**config.mk**
```make
export PLATFORM = sky130hd
export DESIGN_NAME = lzc_sched
export DESIGN_NICKNAME = d
export VERILOG_FILES = /design/src/rtl/lzc_sched_pkg.sv /design/src/rtl/lzc_rr_arb.sv /design/src/rtl/lzc_sched.sv
export SDC_FILE = /design/constraint.sdc
export NUM_CORES = 1
export LEC_CHECK = 0
export ABC_AREA = 1
export BUFFER_PORTS_ARGS = -buffer_cell sky130_fd_sc_hd__buf_2
export CAP_MARGIN = 20
export CELL_PAD_IN_SITES_DETAIL_PLACEMENT = 0
export CELL_PAD_IN_SITES_GLOBAL_PLACEMENT = 1
export CORE_MARGIN = 4
export CORE_UTILIZATION = 35
export DETAILED_ROUTE_END_ITERATION = 8
export MAX_ROUTING_LAYER = met4
export PLACE_DENSITY = 0.93
export SLEW_MARGIN = 20
export SYNTH_ARGS = -nofsm -noshare
export SYNTH_HDL_FRONTEND = slang
export SYNTH_SLANG_ARGS = --single-unit
```
**constraint.sdc**
```tcl
create_clock -name clk -period 3.9 [get_ports clk]
set_input_delay 0.78 -clock clk [delete_from_list [all_inputs] [get_ports clk]]
set_output_delay 0.78 -clock clk [all_outputs]
set_load 0.02 [all_outputs]
```
**src/rtl/lzc_sched_pkg.sv**
```systemverilog
// Shared definitions for the leading-zero-count request scheduler:
// FSM state encodings, default vector geometry and the timeout result code.
package lzc_sched_pkg;

  typedef enum logic [2:0] {
    ST_IDLE    = 3'd0,
    ST_SEND    = 3'd1,
    ST_WAIT    = 3'd2,
    ST_RESP    = 3'd3,
    ST_RECOVER = 3'd4
  } state_e;

  localparam int DEF_WIDTH = 8;
  localparam int DEF_WORD  = 4;

  localparam int              ZEROS_W   = 9;
  localparam logic [ZEROS_W-1:0] ERR_ZEROS = 9'h1FF;

  // Index arithmetic modulo n for operands already in [0, n).
  function automatic int wrap_idx(input int base, input int ofs, input int n);
    int s;
    s = base + ofs;
    return (s >= n) ? (s - n) : s;
  endfunction

endpackage

```
**src/rtl/lzc_rr_arb.sv**
```systemverilog
// Combinational round-robin selector: scans requesters starting at ptr_i
// and returns the first active one as a one-hot grant plus its index.
module lzc_rr_arb
  import lzc_sched_pkg::*;
#(
  parameter int NREQ  = 4,
  parameter int RID_W = $clog2(NREQ)
) (
  input  logic [NREQ-1:0]  req_i,
  input  logic [RID_W-1:0] ptr_i,
  output logic [NREQ-1:0]  gnt_o,
  output logic [RID_W-1:0] idx_o,
  output logic             valid_o
);

  logic [RID_W-1:0] cand;

  // Priority scan from ptr_i upwards, wrapping at NREQ.
  always_comb begin
    // NOTE: every output gets a default before the loop so no path leaves a
    // value unassigned, which would otherwise infer a latch.
    gnt_o   = '0;
    idx_o   = '0;
    valid_o = 1'b0;
    cand    = '0;
    for (int k = 0; k < NREQ; k++) begin
      cand = RID_W'(wrap_idx(int'(ptr_i), k, NREQ));
      if (!valid_o && req_i[cand]) begin
        valid_o     = 1'b1;
        gnt_o[cand] = 1'b1;
        idx_o       = cand;
      end
    end
  end

endmodule

```
**src/rtl/lzc_sched.sv**
```systemverilog
// Round-robin scheduler in front of a byte-serial leading-zero-count engine.
// A granted requester's vector is streamed MSB byte first; the engine's count
// (or a timeout code) is returned tagged with the requester index, followed
// by a fixed recovery gap before the next grant.
module lzc_sched
  import lzc_sched_pkg::*;
#(
  parameter int WIDTH   = DEF_WIDTH,
  parameter int WORD    = DEF_WORD,
  parameter int NREQ    = 4,
  parameter int TIMEOUT = 8,
  parameter int RECOV   = 2
) (
  input  logic                         clk,
  input  logic                         rst_n,
  input  logic [NREQ-1:0]              req_i,
  input  logic [NREQ-1:0]              req_mode_i,
  input  logic [NREQ*WORD*WIDTH-1:0]   req_data_i,
  output logic [NREQ-1:0]              gnt_o,
  output logic                         rvalid_o,
  output logic [$clog2(NREQ)-1:0]      rid_o,
  output logic [8:0]                   rzeros_o,
  output logic                         rerr_o,
  output logic                         lz_ivalid_o,
  output logic [WIDTH-1:0]             lz_data_o,
  output logic                         lz_mode_o,
  input  logic [8:0]                   lz_zeros_i,
  input  logic                         lz_ovalid_i
);

  localparam int RID_W  = $clog2(NREQ);
  localparam int VEC_W  = WORD * WIDTH;
  localparam int BCNT_W = $clog2(WORD) + 1;
  localparam int TCNT_W = $clog2(TIMEOUT + 1);
  localparam int RCNT_W = $clog2(RECOV + 1);

  state_e              state_q;
  logic [RID_W-1:0]    ptr_q;
  logic [RID_W-1:0]    cur_id_q;
  logic [VEC_W-1:0]    shreg_q;
  logic [BCNT_W-1:0]   byte_cnt_q;
  logic [TCNT_W-1:0]   tmo_cnt_q;
  logic [RCNT_W-1:0]   rec_cnt_q;

  logic [NREQ-1:0]     gnt_q;
  logic                rvalid_q;
  logic [RID_W-1:0]    rid_q;
  logic [8:0]          rzeros_q;
  logic                rerr_q;
  logic                lz_ivalid_q;
  logic [WIDTH-1:0]    lz_data_q;
  logic                lz_mode_q;

  logic [NREQ-1:0]     win_gnt;
  logic [RID_W-1:0]    win_idx;
  logic                win_valid;
  logic [RID_W-1:0]    ptr_d;
  logic [VEC_W-1:0]    sel_data;
  logic                sel_mode;

  lzc_rr_arb #(
    .NREQ  (NREQ),
    .RID_W (RID_W)
  ) u_arb (
    .req_i   (req_i),
    .ptr_i   (ptr_q),
    .gnt_o   (win_gnt),
    .idx_o   (win_idx),
    .valid_o (win_valid)
  );

  // Pointer moves just past the winner so it has lowest priority next round.
  assign ptr_d = RID_W'(wrap_idx(int'(win_idx), 1, NREQ));

  // Pick the winner's vector slice and mode bit.
  always_comb begin
    sel_data = '0;
    sel_mode = 1'b0;
    for (int i = 0; i < NREQ; i++) begin
      if (win_idx == RID_W'(i)) begin
        sel_data = req_data_i[i*VEC_W +: VEC_W];
        sel_mode = req_mode_i[i];
      end
    end
  end

  // Scheduler FSM; every externally visible signal is a register written here.
  always_ff @(posedge clk or negedge rst_n) begin
    if (!rst_n) begin
      state_q     <= ST_IDLE;
      ptr_q       <= '0;
      cur_id_q    <= '0;
      shreg_q     <= '0;
      byte_cnt_q  <= '0;
      tmo_cnt_q   <= '0;
      rec_cnt_q   <= '0;
      gnt_q       <= '0;
      rvalid_q    <= 1'b0;
      rid_q       <= '0;
      rzeros_q    <= '0;
      rerr_q      <= 1'b0;
      lz_ivalid_q <= 1'b0;
      lz_data_q   <= '0;
      lz_mode_q   <= 1'b0;
    end else begin
      // NOTE: non-blocking assignments throughout, so every branch below sees
      // the pre-edge register values regardless of statement order.
      gnt_q    <= '0;
      rvalid_q <= 1'b0;
      case (state_q)
        ST_IDLE: begin
          if (win_valid) begin
            gnt_q       <= win_gnt;
            ptr_q       <= ptr_d;
            cur_id_q    <= win_idx;
            // First byte goes out together with the grant pulse.
            lz_ivalid_q <= 1'b1;
            lz_data_q   <= sel_data[VEC_W-1 -: WIDTH];
            lz_mode_q   <= sel_mode;
            shreg_q     <= sel_data << WIDTH;
            byte_cnt_q  <= '0;
            tmo_cnt_q   <= '0;
            state_q     <= ST_SEND;
          end
        end

        ST_SEND: begin
          if (lz_ovalid_i) begin
            // Engine finished early (mode 1): abandon remaining bytes.
            lz_ivalid_q <= 1'b0;
            lz_data_q   <= '0;
            lz_mode_q   <= 1'b0;
            rvalid_q    <= 1'b1;
            rid_q       <= cur_id_q;
            rzeros_q    <= lz_zeros_i;
            rerr_q      <= 1'b0;
            state_q     <= ST_RESP;
          end else if (byte_cnt_q == BCNT_W'(WORD - 1)) begin
            lz_ivalid_q <= 1'b0;
            lz_data_q   <= '0;
            lz_mode_q   <= 1'b0;
            tmo_cnt_q   <= '0;
            state_q     <= ST_WAIT;
          end else begin
            lz_data_q   <= shreg_q[VEC_W-1 -: WIDTH];
            shreg_q     <= shreg_q << WIDTH;
            byte_cnt_q  <= byte_cnt_q + BCNT_W'(1);
          end
        end

        ST_WAIT: begin
          if (lz_ovalid_i) begin
            rvalid_q <= 1'b1;
            rid_q    <= cur_id_q;
            rzeros_q <= lz_zeros_i;
            rerr_q   <= 1'b0;
            state_q  <= ST_RESP;
          end else if (tmo_cnt_q == TCNT_W'(TIMEOUT - 1)) begin
            rvalid_q <= 1'b1;
            rid_q    <= cur_id_q;
            rzeros_q <= ERR_ZEROS;
            rerr_q   <= 1'b1;
            state_q  <= ST_RESP;
          end else if (tmo_cnt_q != '1) begin
            tmo_cnt_q <= tmo_cnt_q + TCNT_W'(1);
          end
        end

        ST_RESP: begin
          rec_cnt_q <= '0;
          state_q   <= ST_RECOVER;
        end

        ST_RECOVER: begin
          // Engine outputs are deliberately ignored while recovering.
          if (rec_cnt_q == RCNT_W'(RECOV - 1)) begin
            state_q <= ST_IDLE;
          end else begin
            rec_cnt_q <= rec_cnt_q + RCNT_W'(1);
          end
        end

        default: state_q <= ST_IDLE;
      endcase
    end
  end

  assign gnt_o       = gnt_q;
  assign rvalid_o    = rvalid_q;
  assign rid_o       = rid_q;
  assign rzeros_o    = rzeros_q;
  assign rerr_o      = rerr_q;
  assign lz_ivalid_o = lz_ivalid_q;
  assign lz_data_o   = lz_data_q;
  assign lz_mode_o   = lz_mode_q;

endmodule

```
==> parameters.txt <==
Parameter                              Value

Clocking
  Skew-Pair Late Insertion Delay ... 0.34 ns
  CTS Buffer Depth ... 2
  Clock tree from TritonCTS ... built
  Count of H-tree levels built during CTS ... 3
  Total number of clock tree sinks ... 67
  Clock root buffer ... sky130_fd_sc_hd__clkbuf_16
  CTS Buf Count ... 9
  Clock slew seen by the registers of the worst setup and hold paths ... 0.06 ns
  Post-CTS Hold Buffers ... 0

Logic synthesis
  Proportion of synthesized chip area in sequential cells ... 35.43%
  Avg Cell Area, Syn ... 6.979 sq um
  Async set-reset flop share out of synthesis ... 100.0%
  Most numerous cell in the Yosys netlist ... sky130_fd_sc_hd__nand2_1
  Flop and latch count out of synthesis ... 67
  Yosys Warn Count ... 0
  Synthesized area ... 4732 sq um
  Main area contributors after synthesis ... sky130_fd_sc_hd__dfrtp_1, sky130_fd_sc_hd__nand2_1, sky130_fd_sc_hd__nor2_1
  Area share of the leading cell type in the synthesized netlist ... 35.43%
  Main synth FF type ... sky130_fd_sc_hd__dfrtp_1
  Net count after synthesis ... 842
  Cell count after synthesis ... 678
  Synth cell count leaders ... sky130_fd_sc_hd__nand2_1, sky130_fd_sc_hd__nor2_1, sky130_fd_sc_hd__dfrtp_1, sky130_fd_sc_hd__a21oi_1, sky130_fd_sc_hd__o21ai_0
  Cell type with the largest total area after synthesis ... sky130_fd_sc_hd__dfrtp_1
  Number of synthesized flops with an enable pin ... 0
  Synth unique cells ... 37

STA
  Fmax achieved ... 281.8 MHz
  Number of pins with negative max-slew slack in the final report ... 0
  Setup_tns ... 0 ns
  Transition time of the tightest slew-check pin ... 0.9311 ns
  Number of hold-slack violations in the final timing report ... 0
  Worst slew margin ... 37.93%
  Setup repair after global routing missed its margin ... false
  Final Skew ... 0.008004 ns
  Post-route fraction of the period consumed by the critical path ... 90.99%
  Number of setup violations in the final report ... 0
  Post-layout min period ... 3.548 ns

Route
  Per-cell routed wire length ... 14.72 microns
  First-iteration detailed-routing DRC count ... 234
  Via count ... 4928
  Remaining antenna violation count after routing ... 0
  Total detailed-routing wirelength ... 15.05 mm
  Number of detailed-routing iterations run before antenna repair ... 4
  Mean number of vias per cell ... 4.822
  Number of design rule violations left after detail routing ... 0

Die
  Die boundary height ... 124.3 microns
  Initial core utilization ... 35.73%
  X dimension of the die ... 124.3 microns
  Placeable Area ... 13240 sq um
  Site Rows ... 42
  Number of top-level pins ... 175
  DIE AREA ... 15440 sq um

Outcome
  Status ... finished, final reports clean

Pwr
  Peak supply drop ... 0.6646 mV
  Power share of the clock group ... 12.0%
  Total net switching power ... 3.799 mW
  Sw Ratio ... 54.11%
  Standby leakage power ... 3.171 nW
  Power per standard cell area ... 1160 nW/um^2
  Reg power frac ... 17.3%
  Logic pwr share ... 70.6%
  Internal portion of total power ... 3.222 mW

Placed design
  IO buf count ... 174
  Final weighted congestion of routability-driven global placement ... 0.9145
  Detailed placer's ending HPWL ... 11.48 mm

GRT
  GRT overflow ... 0
  Global-route wire length before repair ... 23.72 mm
  Via count of the first global-routing pass ... 4664
  All-layer global routing usage ... 19.50%
  Antenna violations before repair ... 2
  Maximum number of pins on one net before global-route repair ... 54

Critical path
  Ordered list of cells on the worst path ... inv_1 > ha_1 > inv_1 > nand3_1 > nand2_1 > inv_1 > nand3_1 > nand2_1 > nand2_1 > inv_1 > ha_1 > nor2_2 > buf_4 > a22oi_1 > o21ai_0 > nand2_1 > o21ai_2
  CP Launch Type ... flop
  Critical path buffer and inverter count ... 5
  Critical setup path kind ... reg -> reg
  Cell with the largest stage delay on the worst path ... sky130_fd_sc_hd__dfrtp_1
  Worst Path Required ... 4.15 ns
  Logic depth of the worst setup path including buffers ... 17
  Delay contributed by the slowest stage of the critical path ... 0.46 ns
  Data arrival time at the worst-slack endpoint ... 3.80 ns
  CP top delay family ... simple AND/OR/NAND/NOR gates
  Max Fanout on Critical Path ... 11
  Worst Setup End Kind ... flop
  Cells on worst reg2reg path ... 17

Finish
  Total number of nets in the final design ... 1003
  Synth-to-Final Area Change ... 27.90%
  Share of final-layout standard cells stronger than drive strength 1 ... 30.45%
  Layout Utilization ... 45.70%

Flow run
  Max-cap violations ... 0

Worst hold path
  Hold Crit Class ... in -> async
[placed cells by master, fill, tap and decap left out, types with 2 or more instances in the layout]
| master | synthesis | routed |
|---|---|---|
| sky130_fd_sc_hd__a22oi_1 | 8 | 8 |
| sky130_fd_sc_hd__o21ai_1 | 11 | 11 |
| sky130_fd_sc_hd__inv_6 | 1 | 4 |
| sky130_fd_sc_hd__clkbuf_16 | 0 | 9 |
| sky130_fd_sc_hd__diode_2 | 0 | 2 |
| sky130_fd_sc_hd__ha_1 | 16 | 16 |
| sky130_fd_sc_hd__a21boi_1 | 4 | 4 |
| sky130_fd_sc_hd__a21boi_0 | 16 | 16 |
| sky130_fd_sc_hd__nand4_1 | 7 | 7 |
| sky130_fd_sc_hd__nand2_4 | 3 | 3 |
| sky130_fd_sc_hd__o21ai_0 | 39 | 39 |
| sky130_fd_sc_hd__a21oi_1 | 44 | 44 |
| sky130_fd_sc_hd__nand2_1 | 197 | 197 |
| sky130_fd_sc_hd__a21oi_2 | 2 | 2 |
| sky130_fd_sc_hd__buf_4 | 3 | 11 |
| sky130_fd_sc_hd__o21ai_2 | 24 | 24 |
| sky130_fd_sc_hd__buf_2 | 10 | 173 |
| sky130_fd_sc_hd__nor3_1 | 2 | 2 |
| sky130_fd_sc_hd__inv_1 | 34 | 33 |
| sky130_fd_sc_hd__dfrtp_1 | 67 | 66 |
| sky130_fd_sc_hd__nor2_4 | 2 | 2 |
| sky130_fd_sc_hd__nand2_2 | 14 | 14 |
| sky130_fd_sc_hd__buf_12 | 0 | 2 |
| sky130_fd_sc_hd__nand3_1 | 33 | 33 |
| sky130_fd_sc_hd__clkinvlp_4 | 0 | 2 |
| sky130_fd_sc_hd__o211ai_1 | 2 | 2 |
| sky130_fd_sc_hd__nor2_1 | 105 | 104 |
[worst paths after layout]
kind / startpoint / end / slack [ns]
hold reg to reg: lz_mode_o / lz_mode_o / 0.48
hold / removal: rst_n / state_q[0] / 0.46
setup / recovery: ptr_q[1] / shreg_q[14] / 0.35
max in group asynchronous: rst_n / ptr_q[0] / 2.72
min in group clk: lz_mode_o / lz_mode_o / 0.48
setup reg to reg: ptr_q[1] / shreg_q[14] / 0.35
[kinds of logic (layout without fill, tap and decap cells)]
family                   Yosys count  count (layout)  synth area share, %
AND/OR/NAND/NOR                  368             368                32.76
AO/OA/AOI/OAI                    152             152                19.80
buffers and inverters             74             240                7.588
flip-flops                        67              67                35.43
adder cells (fa/ha/maj)           16              16                4.231
XOR/XNOR                           1               1               0.1851
other                              0               2                    0
[per-layer routing]
layer	routed length [microns]	track usage (%)	share of wire (%)	up-vias
met5	0	-	0	-
li1	-	-	-	2539
met3	1079	4.931	7.2	30
met4	412	7.157	2.7	0
met1	6783	25.22	45	2162
met2	6773	29.64	45	197
[worst reg2reg max path, stage by stage (launching register included)]
cell,delay [ns]
sky130_fd_sc_hd__dfrtp_1,0.46
sky130_fd_sc_hd__inv_1,0.25
sky130_fd_sc_hd__ha_1,0.33
sky130_fd_sc_hd__inv_1,0.13
sky130_fd_sc_hd__nand3_1,0.09
sky130_fd_sc_hd__nand2_1,0.16
sky130_fd_sc_hd__inv_1,0.13
sky130_fd_sc_hd__nand3_1,0.10
sky130_fd_sc_hd__nand2_1,0.06
sky130_fd_sc_hd__nand2_1,0.15
sky130_fd_sc_hd__inv_1,0.09
sky130_fd_sc_hd__ha_1,0.23
sky130_fd_sc_hd__nor2_2,0.41
sky130_fd_sc_hd__buf_4,0.28
sky130_fd_sc_hd__a22oi_1,0.10
sky130_fd_sc_hd__o21ai_0,0.22
sky130_fd_sc_hd__nand2_1,0.12
sky130_fd_sc_hd__o21ai_2,0.14
[state kept, by name (all words and copies together) (netlist names)]
signal	cells
tmo_cnt_q	4
byte_cnt_q	3
shreg_q	24
cur_id_q	2
gnt_o	4
lz_ivalid_o	1
ptr_q	2
lz_mode_o	1
rvalid_o	1
rerr_o	1
rec_cnt_q	2
rzeros_o	9
lz_data_o	8
rid_o	2
state_q	3
[stage by stage]
stage | worst slack, ns | instances | total power [mW] | hold slack (ns) | area, sq um
2_1_floorplan | 0.9179 | 678 | 4.937 | 0.4493 | 4732
3_3_place_gp | 0.2710 | 1000 | 6.058 | 0.4519 | 5703
3_5_place_dp | 0.2238 | 1000 | 6.101 | 0.4628 | 5703
4_1_cts | 0.2087 | 1016 | 6.974 | 0.4774 | 6012
5_1_grt | 0.05109 | 1022 | 7.764 | 0.4982 | 6052
6_report | 0.3516 | 1022 | 7.021 | 0.4567 | 6052
[layout make-up]
| class | instances | area, sq um |
|---|---|---|
| Clock inverter | 7 | 83.83 |
| Tap cell | 176 | 220.2 |
| Inverter | 37 | 147.6 |
| Sequential cell | 67 | 1678 |
| Fill cell | 1415 | 7191 |
| Multi-Input combinational cell | 537 | 2699 |
| Timing Repair Buffer | 186 | 988.4 |
| Clock buffer | 9 | 225.2 |
| Antenna cell | 2 | 5.005 |
| Timing Repair inverter | 1 | 5.005 |
[what timing repair did]
action | 4_1_cts | 5_1_grt
endpoints found under the setup margin | 0 | 22
hold endpoints to repair | 0 | 0
gates resized for setup | 0 | 2
buffers inserted | 0 | 3
[power groups by stage]
stage	Sequential, mW	Combinational [mW]	Clock, mW
2_1_floorplan	1.32	3.62	0
3_3_place_gp	1.22	4.84	0
3_5_place_dp	1.22	4.88	0
4_1_cts	1.22	4.89	0.866
5_1_grt	1.26	5.61	0.897
6_report	1.22	4.96	0.846
(Power assumes the default switching activity.)
